--- src/rtl/jt12_ring_ctl_pkg.sv ---
// Shared constants, FSM state type and slot mapping for the 24-slot parameter ring.
package jt12_ring_ctl_pkg;
    localparam int NCH    = 6;
    localparam int NOP    = 4;
    localparam int SLOTS  = NCH * NOP;
    localparam int SLOT_W = 5;

    typedef enum logic [1:0] {
        ST_IDLE,
        ST_PEND,
        ST_CLEAR_WAIT,
        ST_CLEAR
    } ring_state_t;

    // Operators are the slow index: slot = op*6 + ch.
    function automatic logic [SLOT_W-1:0] slot_of(input logic [2:0] ch, input logic [1:0] op);
        return SLOT_W'(op) * SLOT_W'(NCH) + SLOT_W'(ch);
    endfunction
endpackage

--- src/rtl/jt12_ring_ctl_slot_cnt.sv ---
// Mod-24 slot counter with enable and a registered slot-zero flag.
module jt12_slot_cnt
    import jt12_ring_ctl_pkg::*;
(
    input  logic              clk,
    input  logic              rst,
    input  logic              clk_en,
    output logic [SLOT_W-1:0] slot,
    output logic              zero
);
    logic [SLOT_W-1:0] slot_q, slot_d;
    logic              zero_q, zero_d;

    always_comb begin
        slot_d = slot_q;
        if (clk_en) begin
            slot_d = (slot_q == SLOT_W'(SLOTS - 1)) ? '0 : slot_q + 1'b1;
        end
        // Computed from the next slot so the flag lines up with the registered count.
        zero_d = (slot_d == '0);
    end

    always_ff @(posedge clk) begin
        if (rst) begin
            slot_q <= '0;
            zero_q <= 1'b1;
        end else begin
            slot_q <= slot_d;
            zero_q <= zero_d;
        end
    end

    assign slot = slot_q;
    assign zero = zero_q;
endmodule

--- src/rtl/jt12_ring_ctl.sv ---
// Ring controller: owns the slot counter and splices CPU writes or a full clear
// into the recirculating parameter delay line at the targeted slot.
module jt12_ring_ctl
    import jt12_ring_ctl_pkg::*;
#(
    parameter int               width  = 7,
    parameter logic [width-1:0] CLRVAL = '0
) (
    input  logic              clk,
    input  logic              rst,
    input  logic              clk_en,
    input  logic              wr_req,
    input  logic [2:0]        wr_ch,
    input  logic [1:0]        wr_op,
    input  logic [width-1:0]  wr_data,
    input  logic              clr_req,
    output logic              wr_busy,
    output logic              wr_ack,
    output logic              wr_err,
    output logic [SLOT_W-1:0] slot,
    output logic              zero,
    input  logic [width-1:0]  ring_drop,
    output logic [width-1:0]  ring_din
);
    ring_state_t       state_q;
    logic [SLOT_W-1:0] tgt_q;
    logic [width-1:0]  data_q;
    logic              ack_q;
    logic              err_q;

    logic hit_pend;
    logic clr_word;

    jt12_slot_cnt u_slot_cnt (
        .clk    (clk),
        .rst    (rst),
        .clk_en (clk_en),
        .slot   (slot),
        .zero   (zero)
    );

    // The slot-0 cycle of CLEAR_WAIT already writes CLRVAL; CLEAR then covers 1..23.
    always_comb begin
        hit_pend = clk_en && (state_q == ST_PEND) && (slot == tgt_q);
        clr_word = clk_en && ((state_q == ST_CLEAR) ||
                              ((state_q == ST_CLEAR_WAIT) && (slot == '0)));
        ring_din = ring_drop;
        if (hit_pend) begin
            ring_din = data_q;
        end else if (clr_word) begin
            ring_din = CLRVAL;
        end
    end

    always_ff @(posedge clk) begin
        if (rst) begin
            state_q <= ST_IDLE;
            tgt_q   <= '0;
            data_q  <= '0;
            ack_q   <= 1'b0;
            err_q   <= 1'b0;
        end else begin
            ack_q <= 1'b0;
            err_q <= 1'b0;
            if (clk_en) begin
                case (state_q)
                    ST_IDLE: begin
                        if (clr_req) begin
                            state_q <= ST_CLEAR_WAIT;
                        end else if (wr_req) begin
                            if (wr_ch < 3'(NCH)) begin
                                tgt_q   <= slot_of(wr_ch, wr_op);
                                data_q  <= wr_data;
                                state_q <= ST_PEND;
                            end else begin
                                err_q <= 1'b1;
                            end
                        end
                    end
                    ST_PEND: begin
                        if (slot == tgt_q) begin
                            ack_q   <= 1'b1;
                            state_q <= ST_IDLE;
                        end
                    end
                    ST_CLEAR_WAIT: begin
                        if (slot == '0) begin
                            state_q <= ST_CLEAR;
                        end
                    end
                    ST_CLEAR: begin
                        if (slot == SLOT_W'(SLOTS - 1)) begin
                            ack_q   <= 1'b1;
                            state_q <= ST_IDLE;
                        end
                    end
                    default: state_q <= ST_IDLE;
                endcase
            end
        end
    end

    assign wr_busy = (state_q != ST_IDLE);
    assign wr_ack  = ack_q;
    assign wr_err  = err_q;
endmodule

--- config.mk ---
export PLATFORM = sky130hd
export DESIGN_NAME = jt12_ring_ctl
export DESIGN_NICKNAME = d
export VERILOG_FILES = /design/src/rtl/jt12_ring_ctl_pkg.sv /design/src/rtl/jt12_ring_ctl_slot_cnt.sv /design/src/rtl/jt12_ring_ctl.sv
export SDC_FILE = /design/constraint.sdc
export NUM_CORES = 1
export LEC_CHECK = 0
export BUFFER_PORTS_ARGS = -buffer_cell sky130_fd_sc_hd__buf_2
export CAP_MARGIN = 20
export CORE_ASPECT_RATIO = 1.5
export CORE_MARGIN = 2
export CORE_UTILIZATION = 50
export DETAILED_ROUTE_END_ITERATION = 10
export PLACE_DENSITY = 0.88
export REMOVE_ABC_BUFFERS = 1
export SYNTH_ARGS = -nofsm -noshare
export SYNTH_HDL_FRONTEND = slang
export SYNTH_HIERARCHICAL = 1
export SYNTH_SLANG_ARGS = --single-unit
--- constraint.sdc ---
create_clock -name clk -period 3.1 [get_ports clk]
set_clock_uncertainty 0.1 [all_clocks]
set_input_delay 0.155 -clock clk [delete_from_list [all_inputs] [get_ports clk]]
set_output_delay 0.155 -clock clk [all_outputs]
set_load 0.02 [all_outputs]
# [Word-level counts from Yosys, hierarchy flattened]
# Index checks and enable logic that the tools add are counted.
[op_classes] add_sub_neg=2 mul=1 div=0 magnitude_cmp=1 eq_ne=10 shift=0 n_mux=15 bitwise=4 n_reduce_logical=13
[ops] operator="$mux W7" count=2
[ops] operator="$mux W2" count=6
[ops] operator="$logic_not A5 Y1" count=2
[ops] operator="$mux W5" count=2
[ops] operator="$pmux W2 S4" count=1
[ops] operator="$ne A2 B1 Y1 const B" count=3
[ops] operator="$ne A3 B3 Y1 const B" count=2
[ops] operator="$reduce_and A6 Y1" count=1
[ops] operator="$add A5 B1 Y5 const B" count=1
[ops] operator="$add A5 B3 Y5" count=1
[ops] operator="$eq A5 B5 Y1" count=1
[ops] operator="$eq A5 B5 Y1 const B" count=1
[ops] operator="$reduce_and A5 Y1" count=1
[ops] operator="$reduce_or A5 Y1" count=1
[ops] operator="$eq A2 B2 Y1 const B" count=2
[ops] operator="$logic_and A1 B1 Y1" count=4
[ops] operator="$mul A2 B2 Y4 const B" count=1
[ops] operator="$not A1 Y1" count=4
[ops] operator="$lt A3 B3 Y1 const B" count=1
[ops] operator="$mux W1" count=3
[ops] operator="$eq A2 B1 Y1 const B" count=1
[ops] operator="$logic_not A2 Y1" count=1
[ops] operator="$pmux W1 S2" count=1
[ops] operator="$reduce_bool A2 Y1" count=1
[ops] operator="2 further kinds" count=2
[word_totals] register_bits=22 latchBits=0 ram_bits=0 romBits=0 in_bits=24 out_inout_bits=16 elab_cells=53 n_memories=0

# [Logic depth before layout (Yosys ltp)]
[logic_depth] word_depth=6 ltp_mapped=8 ltp_nobuf=8

# [Hierarchy]
# Netlist, hierarchy kept.
[by_module_without_submodules] module="jt12_ring_ctl" n_inst=1 cells_per_inst=125 area_per_inst_um2=1107.3 seq_area_each_um2=320.3
[by_module_without_submodules] module="jt12_slot_cnt" n_inst=1 cells_per_inst=29 area_per_inst_um2=319.1 seq_area_each_um2=120.1

# [Worst setup path after synthesis]
# Ideal clock, no wire load.
[synth_path] path_kind="register to output" startpoint="register u_slot_cnt.slot_q[0] (netlist: u_slot_cnt/slot[0])" endpoint="output port ring_din[0]" arrival_time_ps=1845 required_time_ps=2845 setup_slack_ps=1000 stages_incl_launch_ff=6 path_buffers=1 path_cell_list="dfxtp_1 xnor2_1 nand4_1 or2_1 clkbuf_1 a221o_1"
[synth_between] elab_chain_cells=6 word_cells_on_any_way=8 classes_between="eq/ne (1); mux (2); reduce/logical (5)"
[synth_lines] element="start: declaration" line_no="jt12_ring_ctl_slot_cnt.sv:11" source="logic [SLOT_W-1:0] slot_q, slot_d;"
[synth_lines] element="start signal: assignment" line_no="jt12_ring_ctl_slot_cnt.sv:28" source="slot_q <= slot_d;"
[synth_lines] element="$logic_not A5 Y1" line_no="jt12_ring_ctl.sv:46" source="((state_q == ST_CLEAR_WAIT) && (slot == '0)));"
[synth_lines] element="$logic_and A1 B1 Y1" line_no="jt12_ring_ctl.sv:46"
[synth_lines] element="$logic_or A1 B1 Y1" line_no="jt12_ring_ctl.sv:45" source="clr_word = clk_en && ((state_q == ST_CLEAR) ||"
[synth_lines] element="$logic_and A1 B1 Y1" line_no="jt12_ring_ctl.sv:45"
[synth_lines] element="$mux W7" line_no="jt12_ring_ctl.sv:50" source="end else if (clr_word) begin"
[synth_lines] element="$mux W7 (*)" line_no="jt12_ring_ctl.sv:48" source="if (hit_pend) begin"
[synth_lines] element="end: declaration" line_no="jt12_ring_ctl.sv:23" source="output logic [width-1:0] ring_din"
# Every way passes the cells marked *; elsewhere a longest branch is shown, timed or not.

# [Final worst setup path]
[layout_path] startpoint="register u_slot_cnt.slot_q[0] (netlist: u_slot_cnt/slot[0])" endpoint="output port ring_din[4]"
# The elaborated chain is that of the path after synthesis.

==> impl_results.md <==
- Synth area leaders: dfxtp_1, mux2i_1, a221o_1
- Area share of the largest cell type after synthesis: a little under a third
- Cells after synthesis: 154
- CP endpoint kind: primary output
- EDFF count, synth: 0
- Final Hold Fails: 0
- RSZ-0062 raised after global routing: false
- Peak supply drop: 0.000343 V
- CP Data Required Time: 2.84 ns
- Vias per inst: 5.53
- CORE AREA: around 2700 µm²
- Yosys warnings: 6
- Max-Cap Viols: 0
- Clk slew on worst S/H paths: 0.08 ns
- Primary FF master, synth: dfxtp_1
- Initial antenna violation count: 0
- Total Routed Length: 2870 µm
- CP Max Fanout: 10
- Via count: between 1000 and 1500
- Antenna Cells: 0
- RR Startpoint: state_q[1]$_SDFFE_PP0P_
- Die area: between 3000 and 4000 µm²
- PD cells: 428 nW/µm²
- Crit share post-route: 79.3%
- Die X: around 48 µm
- IO buf count: 39
- Setup bufs post-CTS: 0
- All-Layer GR Usage: roughly a fifth
- Yosys top cell by area: dfxtp_1
- FILL cells: 257
- R2R Setup Slk: 0.85 ns
- GRT Residual Overflow: 0
- Peak Freq: about 0.41 GHz
- Clk root buf: clkbuf_8
- Global-route wire length before repair: 4750 µm
- Asr flop ratio synth: 0%
- CP Class: register to primary output
- HP Class: input pin to register
- Slew of the pin with the lowest slew margin: roughly 0.78 ns
- Clk sinks: 22
- Status: completed
- RePlAce Congestion: 0.905
- Synthesized cell area: 1430 µm²
- Clock buffer depth: 2
- Vias in the first global route: 1130
- I/O pin count: 40
- CTS tree: yes
- Hold Path Origin: wr_data[0]
- Unique masters post-synth: 44
- DRC violations left: 0
- Most common cell in the netlist: dfxtp_1
- Largest net degree at the start of global routing: 25
- Pre-Repair DR Iteration Count: 4
- Final #Nets: 220
- Synth top cells by count: dfxtp_1, nor2_1, mux2i_1
- 1st-iter DRT viols: 31
- Sequential area share after synthesis: 30.9%
- Max-slew headroom: 47.6%
- Final setup fails: 0
- Clk_lat worst skew: 0.26 ns
- H-tree level count: 1
- Initial Utilization: 52.7%
- Syn_area_per_cell: 9.26 µm²
- DP Wirelength: 2110 µm
- Routed length per instance: 12.7 µm
- Die Y: 69.4 µm
- Hold buffers post-CTS: 0
- Crit. Startpoint: u_slot_cnt/slot[0]$_SDFF_PP0_
- Num CTS Buffers: 3
- LEAKAGE: approximately 0.00067 µW
- Post-DRT Antenna Nets: 0
- CP Data Arrival Time: roughly 2.2 ns
- Layout area overhead: 16.8%
- Final Slew Violations: 0
- Synthesis-stage register bit count: 22
- Layout cells sized above 1: 30.2%
- Cts repair resizes: 0
- Final Core Density: 61.6%
- Setup TNS: 0 ns
- Final worst slack: about 0.64 ns
- Min Tclk post-route: 2.46 ns
- Critical path startpoint category: register
- Rows: 23
- Post-Place Setup Slack: 0.877 ns
final cells by class:
class	count	area, µm²	area share [%]
multi-input combinational	119	911	54.7
sequential	22	440	26.4
timing repair buffer	39	195	11.7
clock buffer	4	55.1	3.30
tap	37	46.3	2.78
inverter	5	18.8	1.13
power breakdown:
group / internal (µW) / leakage, µW / total [µW] / switching [µW]
combinational: 83.4 / 0.000464 / 191 / 107
sequential: 295 / 0.000179 / 316 / 20.4
clock: 113 / 0.0000288 / 206 / 93.0
total: 492 / 0.000671 / 713 / 221
flip-flops by register name, summed over array words and instances (netlist names):
| register | flops |
|---|---|
| data_q | 7 |
| state_q | 2 |
| tgt_q | 5 |
| u_slot_cnt/slot | 5 |
| u_slot_cnt/zero | 1 |
| wr_ack | 1 |
| wr_err | 1 |
metrics by stage:
step	cell area [µm²]	total power (µW)	hold slack [ns]	instances
2_1_floorplan	1370	449	0.120	146
3_3_place_gp	1610	509	0.293	222
3_5_place_dp	1610	513	0.298	222
4_1_cts	1670	718	0.0189	226
5_1_grt	1670	747	0.0547	226
6_report	1670	713	0.0241	226
logic make-up after synthesis:
kind of cell,Yosys count,synth area share [%]
flops,22,30.9
fa+ha+maj,6,5.79
mux,13,9.39
simple gates,68,29.7
buf+inv,13,5.26
compound gates,23,13.4
xor+xnor,9,5.53
routing by layer:
layer / track usage (%) / vias to the layer above / part of all wire, %
met5: 0 / - / 0
met1: 23.7 / 575 / 44
li1: - / 632 / -
met4: 6.61 / 0 / 1.1
met2: 31.4 / 38 / 51
met3: 3.39 / 4 / 4.3
path summary, 6_finish.rpt:
check                           end  cells past startpoint
max                     ring_din[4]                      5
min          data_q[0]$_SDFFE_PP0P_                      3
max reg2reg  data_q[6]$_SDFFE_PP0P_                      4
min reg2reg  data_q[3]$_SDFFE_PP0P_                      2
cells in the final DEF, fill, tap and decap left out, types with 2 or more instances in the layout:
| cell | instances |
|---|---|
| mux2i_1 | 12 |
| inv_1 | 5 |
| nand2_1 | 6 |
| a221o_1 | 7 |
| nand3_1 | 2 |
| or2b_2 | 2 |
| nand3b_1 | 7 |
| nor2_2 | 2 |
| nor2b_1 | 8 |
| nand4_1 | 3 |
| dfxtp_1 | 22 |
| a211oi_2 | 3 |
| a211oi_1 | 2 |
| and4b_1 | 2 |
| clkbuf_8 | 4 |
| nor2_1 | 13 |
| buf_2 | 39 |
| or2_2 | 2 |
| nor3_1 | 8 |
| a21oi_1 | 3 |
| ha_1 | 5 |
| nor4b_1 | 2 |
| o21ai_0 | 3 |
| xnor2_1 | 8 |
critical path, stage by stage, from the launching register on:
cell     delay, ns
dfxtp_1       0.52
xnor2_1       0.16
nand4_1       0.35
or2_1         0.43
a221o_1       0.32
buf_2         0.16
No activity file was read; power rests on OpenSTA's default activity.
